### config.mk
export PLATFORM = sky130hd
export DESIGN_NAME = rv_mc_sequencer
export DESIGN_NICKNAME = d
export VERILOG_FILES = /design/src/rtl/rv_mc_pkg.sv /design/src/rtl/rv_alu_decode.sv /design/src/rtl/rv_mc_sequencer.sv
export SDC_FILE = /design/constraint.sdc
export NUM_CORES = 1
export LEC_CHECK = 0
export ABC_AREA = 1
export BUFFER_PORTS_ARGS = -buffer_cell sky130_fd_sc_hd__buf_2
export CAP_MARGIN = 20
export CORE_MARGIN = 1
export CORE_UTILIZATION = 39
export DETAILED_ROUTE_END_ITERATION = 10
export GPL_TIMING_DRIVEN = 0
export PLACE_DENSITY = 0.83
export SLEW_MARGIN = 20
export SYNTH_ARGS = -nofsm -noshare
export SYNTH_HDL_FRONTEND = slang
export SYNTH_SLANG_ARGS = --single-unit
### constraint.sdc
create_clock -name clk -period 3.1 [get_ports clk]
set_input_delay 0.155 -clock clk [delete_from_list [all_inputs] [get_ports clk]]
set_output_delay 0.155 -clock clk [all_outputs]
set_load 0.02 [all_outputs]
### src/rtl/rv_mc_pkg.sv
// ----------------------------------------------------------------------------
// rv_mc_pkg
// Shared definitions for the multi-cycle RV32I control sequencer:
//   - state_e : sequencer state encoding (also exported on the debug port)
//   - cls_e   : instruction class latched in DECODE
//   - OPC_*   : major opcode constants for the supported instruction classes
//   - ALU_*   : ALUSel operation encodings
//   - classify(): opcode -> instruction class
// Optional feature macro used by the sequencer: RV_MC_TRAP_EN.
// ----------------------------------------------------------------------------
package rv_mc_pkg;

    typedef enum logic [2:0] {
        S_FETCH     = 3'd0,
        S_DECODE    = 3'd1,
        S_EXECUTE   = 3'd2,
        S_MEMORY    = 3'd3,
        S_WRITEBACK = 3'd4,
        S_TRAP      = 3'd5
    } state_e;

    typedef enum logic [2:0] {
        CLS_R   = 3'd0,
        CLS_I   = 3'd1,
        CLS_LW  = 3'd2,
        CLS_SW  = 3'd3,
        CLS_ILL = 3'd4
    } cls_e;

    localparam logic [6:0] OPC_R  = 7'b0110011;
    localparam logic [6:0] OPC_I  = 7'b0010011;
    localparam logic [6:0] OPC_LW = 7'b0000011;
    localparam logic [6:0] OPC_SW = 7'b0100011;

    localparam logic [3:0] ALU_AND  = 4'b0000;
    localparam logic [3:0] ALU_OR   = 4'b0001;
    localparam logic [3:0] ALU_ADD  = 4'b0010;
    localparam logic [3:0] ALU_XOR  = 4'b0011;
    localparam logic [3:0] ALU_SLL  = 4'b0100;
    localparam logic [3:0] ALU_SRL  = 4'b0101;
    localparam logic [3:0] ALU_SUB  = 4'b0110;
    localparam logic [3:0] ALU_SLT  = 4'b0111;
    localparam logic [3:0] ALU_SRA  = 4'b1000;
    localparam logic [3:0] ALU_SLTU = 4'b1001;

    function automatic cls_e classify(input logic [6:0] opc);
        cls_e c;
        case (opc)
            OPC_R:   c = CLS_R;
            OPC_I:   c = CLS_I;
            OPC_LW:  c = CLS_LW;
            OPC_SW:  c = CLS_SW;
            default: c = CLS_ILL;
        endcase
        return c;
    endfunction

endpackage

### src/rtl/rv_alu_decode.sv
// ----------------------------------------------------------------------------
// rv_alu_decode
// Purely combinational ALU-operation decode.
// Ports:
//   opcode_i  [6:0] instruction opcode field
//   funct3_i  [2:0] instruction funct3 field
//   inst30_i        instruction bit 30 (funct7[5])
//   alu_sel_o [3:0] ALU operation (ADD for anything that is not R/I-ALU)
// ----------------------------------------------------------------------------
module rv_alu_decode
    import rv_mc_pkg::*;
(
    input  logic [6:0] opcode_i,
    input  logic [2:0] funct3_i,
    input  logic       inst30_i,
    output logic [3:0] alu_sel_o
);

    logic is_r;
    logic is_alu;

    assign is_r   = (opcode_i == OPC_R);
    assign is_alu = is_r || (opcode_i == OPC_I);

    always_comb begin
        alu_sel_o = ALU_ADD;
        if (is_alu) begin
            case (funct3_i)
                // For I-ALU, bit 30 is part of the immediate, so only
                // R-type may select SUB.
                3'b000: alu_sel_o = (is_r && inst30_i) ? ALU_SUB : ALU_ADD;
                3'b001: alu_sel_o = ALU_SLL;
                3'b010: alu_sel_o = ALU_SLT;
                3'b011: alu_sel_o = ALU_SLTU;
                3'b100: alu_sel_o = ALU_XOR;
                // Shift-immediates carry funct7 in imm[11:5], so bit 30
                // distinguishes SRA/SRL for both forms.
                3'b101: alu_sel_o = inst30_i ? ALU_SRA : ALU_SRL;
                3'b110: alu_sel_o = ALU_OR;
                3'b111: alu_sel_o = ALU_AND;
            endcase
        end
    end

endmodule

### src/rtl/rv_mc_sequencer.sv
// ----------------------------------------------------------------------------
// rv_mc_sequencer
// Control FSM for a multi-cycle RV32I subset (R-type, I-ALU, LW, SW):
// FETCH -> DECODE -> EXECUTE -> [MEMORY] -> [WRITEBACK] -> FETCH.
//
// Parameter:
//   MEM_TIMEOUT  wait-counter saturation value (cycles without mem_ack), >= 1
// Ports:
//   clk, rst_n   clock, asynchronous active-low reset
//   inst[31:0]   instruction register (read in DECODE/EXECUTE/WRITEBACK)
//   mem_ack      memory completion; honoured only in FETCH and MEMORY
//   mem_req      memory request (FETCH, MEMORY)
//   mem_we       store strobe (MEMORY, SW)
//   addr_sel     address mux: 0=PC, 1=ALU result
//   ir_we, pc_we instruction-register load / PC+4 update on fetch ack
//   alusrc_b     ALU B operand: 0=rs2, 1=immediate (EXECUTE)
//   wb_sel       writeback mux: 0=ALU, 1=memory (WRITEBACK, LW)
//   RegWEn       register-file write (WRITEBACK, rd != 0)
//   trap         sticky fault indicator
//   ALUSel[3:0]  ALU operation; ADD outside EXECUTE
//   state[2:0]   current state, for debug
//
// Handshake: a memory access is one request held high (mem_req=1, with
// stable addr_sel/mem_we) until the cycle in which mem_ack=1 is seen; that
// cycle completes the access and the sequencer leaves the state on the next
// rising edge. mem_ack outside FETCH/MEMORY has no effect.
//
// Optional feature macro: RV_MC_TRAP_EN
//   defined   : illegal opcode or a memory wait reaching MEM_TIMEOUT enters
//               TRAP, which holds trap=1 until reset.
//   undefined : illegal opcodes retire as NOPs, memory waits are unbounded,
//               trap is constant 0.
//
// Outputs are decoded from the registered state (and mem_ack for the fetch
// strobes, which must fire in the ack cycle); all of them are forced to
// their idle values while rst_n is low.
// ----------------------------------------------------------------------------
module rv_mc_sequencer
    import rv_mc_pkg::*;
#(
    parameter int MEM_TIMEOUT = 15
) (
    input  logic        clk,
    input  logic        rst_n,
    input  logic [31:0] inst,
    input  logic        mem_ack,
    output logic        mem_req,
    output logic        mem_we,
    output logic        addr_sel,
    output logic        ir_we,
    output logic        pc_we,
    output logic        alusrc_b,
    output logic        wb_sel,
    output logic        RegWEn,
    output logic        trap,
    output logic [3:0]  ALUSel,
    output logic [2:0]  state
);

    localparam int CW = (MEM_TIMEOUT < 2) ? 1 : $clog2(MEM_TIMEOUT + 1);
    localparam logic [CW-1:0] TIMEOUT_MAX = CW'(MEM_TIMEOUT);

`ifdef RV_MC_TRAP_EN
    localparam state_e ILLEGAL_NEXT = S_TRAP;
`else
    localparam state_e ILLEGAL_NEXT = S_FETCH;
`endif

    state_e          state_q, state_d;
    cls_e            cls_q, cls_d;
    logic [CW-1:0]   wait_cnt_q, wait_cnt_d;
    logic            mem_phase;
    logic            timeout_hit;
    logic [3:0]      alu_sel_exec;

    // Fields of inst that this block never looks at (register indices and
    // immediates are consumed by the datapath).
    logic unused_inst_bits;
    assign unused_inst_bits = ^{inst[31], inst[29:15]};

    rv_alu_decode u_alu_decode (
        .opcode_i  (inst[6:0]),
        .funct3_i  (inst[14:12]),
        .inst30_i  (inst[30]),
        .alu_sel_o (alu_sel_exec)
    );

    assign mem_phase = (state_q == S_FETCH) || (state_q == S_MEMORY);

    // The wait counter reaches MEM_TIMEOUT on the edge that ends the
    // MEM_TIMEOUT-th unacknowledged cycle; leave for TRAP on that same edge.
`ifdef RV_MC_TRAP_EN
    localparam logic [CW-1:0] TIMEOUT_LAST = CW'(MEM_TIMEOUT - 1);
    assign timeout_hit = mem_phase && !mem_ack && (wait_cnt_q >= TIMEOUT_LAST);
`else
    assign timeout_hit = 1'b0;
`endif

    // ------------------------------------------------------------------
    // Next-state logic
    // ------------------------------------------------------------------
    always_comb begin
        state_d    = state_q;
        cls_d      = cls_q;
        wait_cnt_d = wait_cnt_q;

        case (state_q)
            S_FETCH: begin
                if (mem_ack) begin
                    state_d = S_DECODE;
                end else if (timeout_hit) begin
                    state_d = S_TRAP;
                end
            end
            S_DECODE: begin
                cls_d = classify(inst[6:0]);
                if (cls_d == CLS_ILL) begin
                    state_d = ILLEGAL_NEXT;
                end else begin
                    state_d = S_EXECUTE;
                end
            end
            S_EXECUTE: begin
                if (cls_q == CLS_LW || cls_q == CLS_SW) begin
                    state_d = S_MEMORY;
                end else begin
                    state_d = S_WRITEBACK;
                end
            end
            S_MEMORY: begin
                // inst is not guaranteed stable here, so LW/SW comes from
                // the class latched in DECODE.
                if (mem_ack) begin
                    state_d = (cls_q == CLS_SW) ? S_FETCH : S_WRITEBACK;
                end else if (timeout_hit) begin
                    state_d = S_TRAP;
                end
            end
            S_WRITEBACK: begin
                state_d = S_FETCH;
            end
            S_TRAP: begin
                state_d = S_TRAP;
            end
            default: begin
                state_d = S_FETCH;
            end
        endcase

        // Fresh count for every new access; otherwise count unacknowledged
        // request cycles, saturating.
        if ((state_d == S_FETCH || state_d == S_MEMORY) && (state_d != state_q)) begin
            wait_cnt_d = '0;
        end else if (mem_phase && !mem_ack && (wait_cnt_q != TIMEOUT_MAX)) begin
            wait_cnt_d = wait_cnt_q + 1'b1;
        end
    end

    // ------------------------------------------------------------------
    // State registers
    // ------------------------------------------------------------------
    always_ff @(posedge clk or negedge rst_n) begin
        if (!rst_n) begin
            state_q    <= S_FETCH;
            cls_q      <= CLS_ILL;
            wait_cnt_q <= '0;
        end else begin
            state_q    <= state_d;
            cls_q      <= cls_d;
            wait_cnt_q <= wait_cnt_d;
        end
    end

    // ------------------------------------------------------------------
    // Output decode
    // ------------------------------------------------------------------
    always_comb begin
        mem_req  = 1'b0;
        mem_we   = 1'b0;
        addr_sel = 1'b0;
        ir_we    = 1'b0;
        pc_we    = 1'b0;
        alusrc_b = 1'b0;
        wb_sel   = 1'b0;
        RegWEn   = 1'b0;
        trap     = 1'b0;
        ALUSel   = ALU_ADD;

        if (rst_n) begin
            case (state_q)
                S_FETCH: begin
                    mem_req = 1'b1;
                    ir_we   = mem_ack;
                    pc_we   = mem_ack;
                end
                S_EXECUTE: begin
                    ALUSel   = alu_sel_exec;
                    alusrc_b = (cls_q != CLS_R);
                end
                S_MEMORY: begin
                    mem_req  = 1'b1;
                    addr_sel = 1'b1;
                    mem_we   = (cls_q == CLS_SW);
                end
                S_WRITEBACK: begin
                    RegWEn = (inst[11:7] != 5'd0);
                    wb_sel = (cls_q == CLS_LW);
                end
                S_TRAP: begin
`ifdef RV_MC_TRAP_EN
                    trap = 1'b1;
`endif
                end
                default: begin
                end
            endcase
        end
    end

    assign state = state_q;

endmodule
==> Flow_metrics.wiki <==
{| class="wikitable"
! Metric !! Value
|-
| Number of sinks driven by the clock tree || 6
|-
| Crit-path max cell delay || 520 ps
|-
| Switching power || 0.1316 mW
|-
| Number of buffers added on ports || 33
|-
| Number of antenna violations at the first check in global routing || 0
|-
| Critical Path End Type || output pin
|-
| Ratio of final minimum period to clock period || 0.5567
|-
| Cell area after synthesis || 563.0 µm²
|-
| Synth Register Bits || 6
|-
| Met3 Track Usage GR || 0.03333
|-
| Cell chain of the critical path || dlygate4sd3_1, buf_2, inv_1, nor3_1, buf_4, buf_2
|-
| Via count of the first global-routing pass || 548
|-
| Buffers from clock root to sink, at most || 2
|-
| Register-to-Register Path Depth || 6
|-
| Global placement routability congestion || 0.7198
|-
| R2r setup slk || 2020 ps
|-
| Number of fillers in the final layout || 127
|-
| TritonCTS clock tree || yes
|-
| Avg Synthesized Cell Area || 5.745 µm²
|-
| Inserted Clock Buffers || 3
|-
| Result of the run || finished clean
|-
| # diodes || 0
|-
| Root buffer selected by CTS || sky130_fd_sc_hd__clkbuf_4
|-
| Levels on crit path || 6
|-
| Synthesis-to-finish area growth || 39.11%
|-
| Pin count of the biggest net entering global routing || 10
|-
| Placeable core region || 0.001318 mm²
|-
| Total negative slack || 0 ps
|-
| Worst VDD drop || 0.1893 mV
|-
| Source of the worst hold timing path || inst[4]
|-
| Maximum clock rate || 0.5795 GHz
|-
| P_int || 0.1885 mW
|-
| Overall power consumption || 0.3201 mW
|-
| Top cells by area in the synthesized netlist || sky130_fd_sc_hd__dfrtp_1 (22%), sky130_fd_sc_hd__nand2_1 (19%), sky130_fd_sc_hd__inv_1 (11%)
|-
| Drt total wl || 1.312 mm
|-
| Leading cell types in the layout, fill and taps excluded || sky130_fd_sc_hd__buf_2 (33), sky130_fd_sc_hd__nand2_1 (28), sky130_fd_sc_hd__inv_1 (16), sky130_fd_sc_hd__nor2_1 (15), sky130_fd_sc_hd__nand3_1 (10)
|-
| Clock latency at the later pin of the worst-skew pair || 250 ps
|-
| Final routed DRC violation total || 0
|-
| Routed length per placed instance || 8.689 µm
|-
| Critical Setup Path Class || primary input to output pin
|-
| RSZ-0062 raised after global routing || false
|-
| Routed via count divided by cell count || 4.709
|-
| First-pass GRT wire length || 2.021 mm
|-
| Worst path buffer plus inverter count || 5
|-
| Via Count || 711
|-
| End of the worst register-to-register path || state[0]
|-
| Leakage power || 0.5025 nW
|-
| Part of the Yosys area used for sequential elements || 0.2689
|-
| Routing usage on met1 || 0.2007
|-
| Final antenna-violating net count || 0
|-
| Hold-critical path endpoint || cls_q[1]
|-
| Multi-input logic area || 329.1 µm²
|-
| Number of cell rows || 13
|-
| Yosys top cell area share || 0.2222
|-
| Power density of the placed cells || 408.6 mW/mm²
|-
| Effective utilization at floorplan || 0.4274
|-
| Yosys synthesis warning count || 0
|-
| Reg-to-reg critical path startpoint || state[0]
|-
| Depth of the CTS H-tree || 1
|-
| Shortest period the worst path allows || 1726 ps
|-
| Startpoint types || primary input
|-
| Die width || 40.00 µm
|-
| Critical path's most frequent cell || sky130_fd_sc_hd__buf_2
|-
| Seq pwr share || 0.329
|-
| Fraction of layout cells with a size suffix above 1 || 0.3309
|-
| Nets in the synthesized netlist || 133
|-
| Max-slew violation count || 0
|-
| Cell type group with the largest total delay on the critical path || buffers and inverters
|-
| Arrival @ worst endpoint || 1570 ps
|-
| Final worst clock skew || 2.906 ps
|-
| Final number of setup-violating endpoints || 0
|-
| Die footprint || 0.001600 mm²
|-
| Most common library cell in the layout ignoring fill and taps || sky130_fd_sc_hd__buf_2
|-
| Met2 track utilization from global routing || 0.3548
|-
| Clock-pin slew of the registers on the worst-case setup and hold paths || 40 ps
|-
| CP Max Fanout || 9
|-
| Area used by sequential logic in the layout || 151.4 µm²
|-
| Post-layout nets || 172
|-
| Max-capacitance violation count || 0
|-
| Hold/Removal Path Class || primary input to flop
|-
| Vertical extent of the die || 40.00 µm
|-
| Cell taking the most area after synthesis || sky130_fd_sc_hd__dfrtp_1
|-
| Clock share of power || 0.247
|-
| Required time of the critical path || 2940 ps
|-
| Highest-delay cell along the critical path || sky130_fd_sc_hd__dlygate4sd3_1
|-
| Detailed Route Iter0 Violations || 7
|-
| Drt first pass iters || 4
|-
| Boundary pin count || 51
|-
| Placed wire-length estimate after detailed placement || 1.102 mm
|-
| Final number of hold-violating endpoints || 0
|-
| Global route hottest layer || met2
|-
| Relative contribution of combinational cells to total power || 0.424
|-
| Count of unique library cells instantiated by Yosys || 19
|-
| Cell depth of the worst min-delay path || 4
|-
| Synthesized instance count || 98
|-
| Gr ovfl total || 0
|-
| Switching Share || 0.4111
|-
| GRT Overall Usage || 0.1949
|}
==> state kept, by name (all words and copies together) (netlist names) <==
register,cells
cls_q,3
state,3
==> worst max-delay path by stage <==
stage | slack [ps] | end | from
floorplan | 1410 | pc_we | state[0]
global placement | 1780 | pc_we | state[0]
detailed placement | 1720 | pc_we | state[0]
CTS | 1370 | pc_we | rst_n
global route | 1250 | pc_we | rst_n
finish | 1370 | pc_we | rst_n
==> layer usage <==
metal / part of all wire / up-vias
met5: 0 / -
met4: 0.013 / 0
met3: 0.090 / 3
met2: 0.46 / 39
met1: 0.43 / 285
li1: - / 384
==> cell families (layout without fill, tap and decap cells) <==
family / count (synthesis) / after routing / synth area share
AND/OR/NAND/NOR: 62 / 62 / 0.4822
buffers and inverters: 20 / 58 / 0.1467
AO/OA/AOI/OAI: 9 / 9 / 0.09557
flip-flops: 6 / 6 / 0.2689
other: 1 / 1 / 0.006660
==> per-stage QoR <==
stage / utilization / setup WS [ps] / cell area (µm²) / hold slack [ps] / cells
finish: 0.5945 / 1374 / 783.3 / 191.4 / 151
global route: 0.5945 / 1253 / 783.3 / 203.5 / 151
CTS: 0.5945 / 1368 / 783.3 / 189.4 / 151
detailed placement: 0.5670 / 1722 / 747.0 / 9.919 / 146
global placement: 0.5670 / 1779 / 747.0 / 3.466 / 146
floorplan: - / 1412 / 563.0 / -140.6 / 98
==> Yosys cell counts <==
library cell	count
sky130_fd_sc_hd__conb_1	1
sky130_fd_sc_hd__a21oi_1	2
sky130_fd_sc_hd__inv_1	16
sky130_fd_sc_hd__nand2_1	28
sky130_fd_sc_hd__nand3_2	1
sky130_fd_sc_hd__nor2_2	2
sky130_fd_sc_hd__o21ai_0	3
sky130_fd_sc_hd__nand4_2	1
sky130_fd_sc_hd__nand3_1	10
sky130_fd_sc_hd__inv_2	2
sky130_fd_sc_hd__nor2_1	15
sky130_fd_sc_hd__dfrtp_1	5
sky130_fd_sc_hd__nor3_1	5
sky130_fd_sc_hd__o22ai_1	1
sky130_fd_sc_hd__buf_4	2
sky130_fd_sc_hd__o21a_1	1
sky130_fd_sc_hd__o211ai_1	1
sky130_fd_sc_hd__dfstp_2	1
sky130_fd_sc_hd__a21o_1	1
==> cell type report <==
cell class,instances,share of cell area
multi-input cells,72,0.4201
repair buffers,34,0.2236
flip-flops and latches,6,0.1933
inverters,18,0.08626
clock buffers,4,0.03355
well taps,15,0.02396
plain buffers,2,0.01917
==> tightest hold or removal path, cell delays in order <==
cell                      delay [ps]
sky130_fd_sc_hd__buf_2           110
sky130_fd_sc_hd__inv_2            40
sky130_fd_sc_hd__nand2_1          50
sky130_fd_sc_hd__nand2_1          40
==> timing repair <==
| action | CTS | global route |
|---|---|---|
| setup endpoints to repair | 0 | 0 |
| setup buffers | 0 | 0 |
| gates resized for setup | 0 | 0 |
| hold buffers | 1 | 0 |
| hold endpoints to repair | 6 | 0 |
==> power by group through the flow <==
stage | clock network (mW) | logic, mW | registers (mW)
floorplan | 0 | 0.0841 | 0.114
global placement | 0 | 0.133 | 0.106
detailed placement | 0 | 0.135 | 0.107
CTS | 0.0804 | 0.136 | 0.105
global route | 0.0860 | 0.154 | 0.107
finish | 0.0789 | 0.136 | 0.105
No activity file was read; power rests on OpenSTA's default activity.
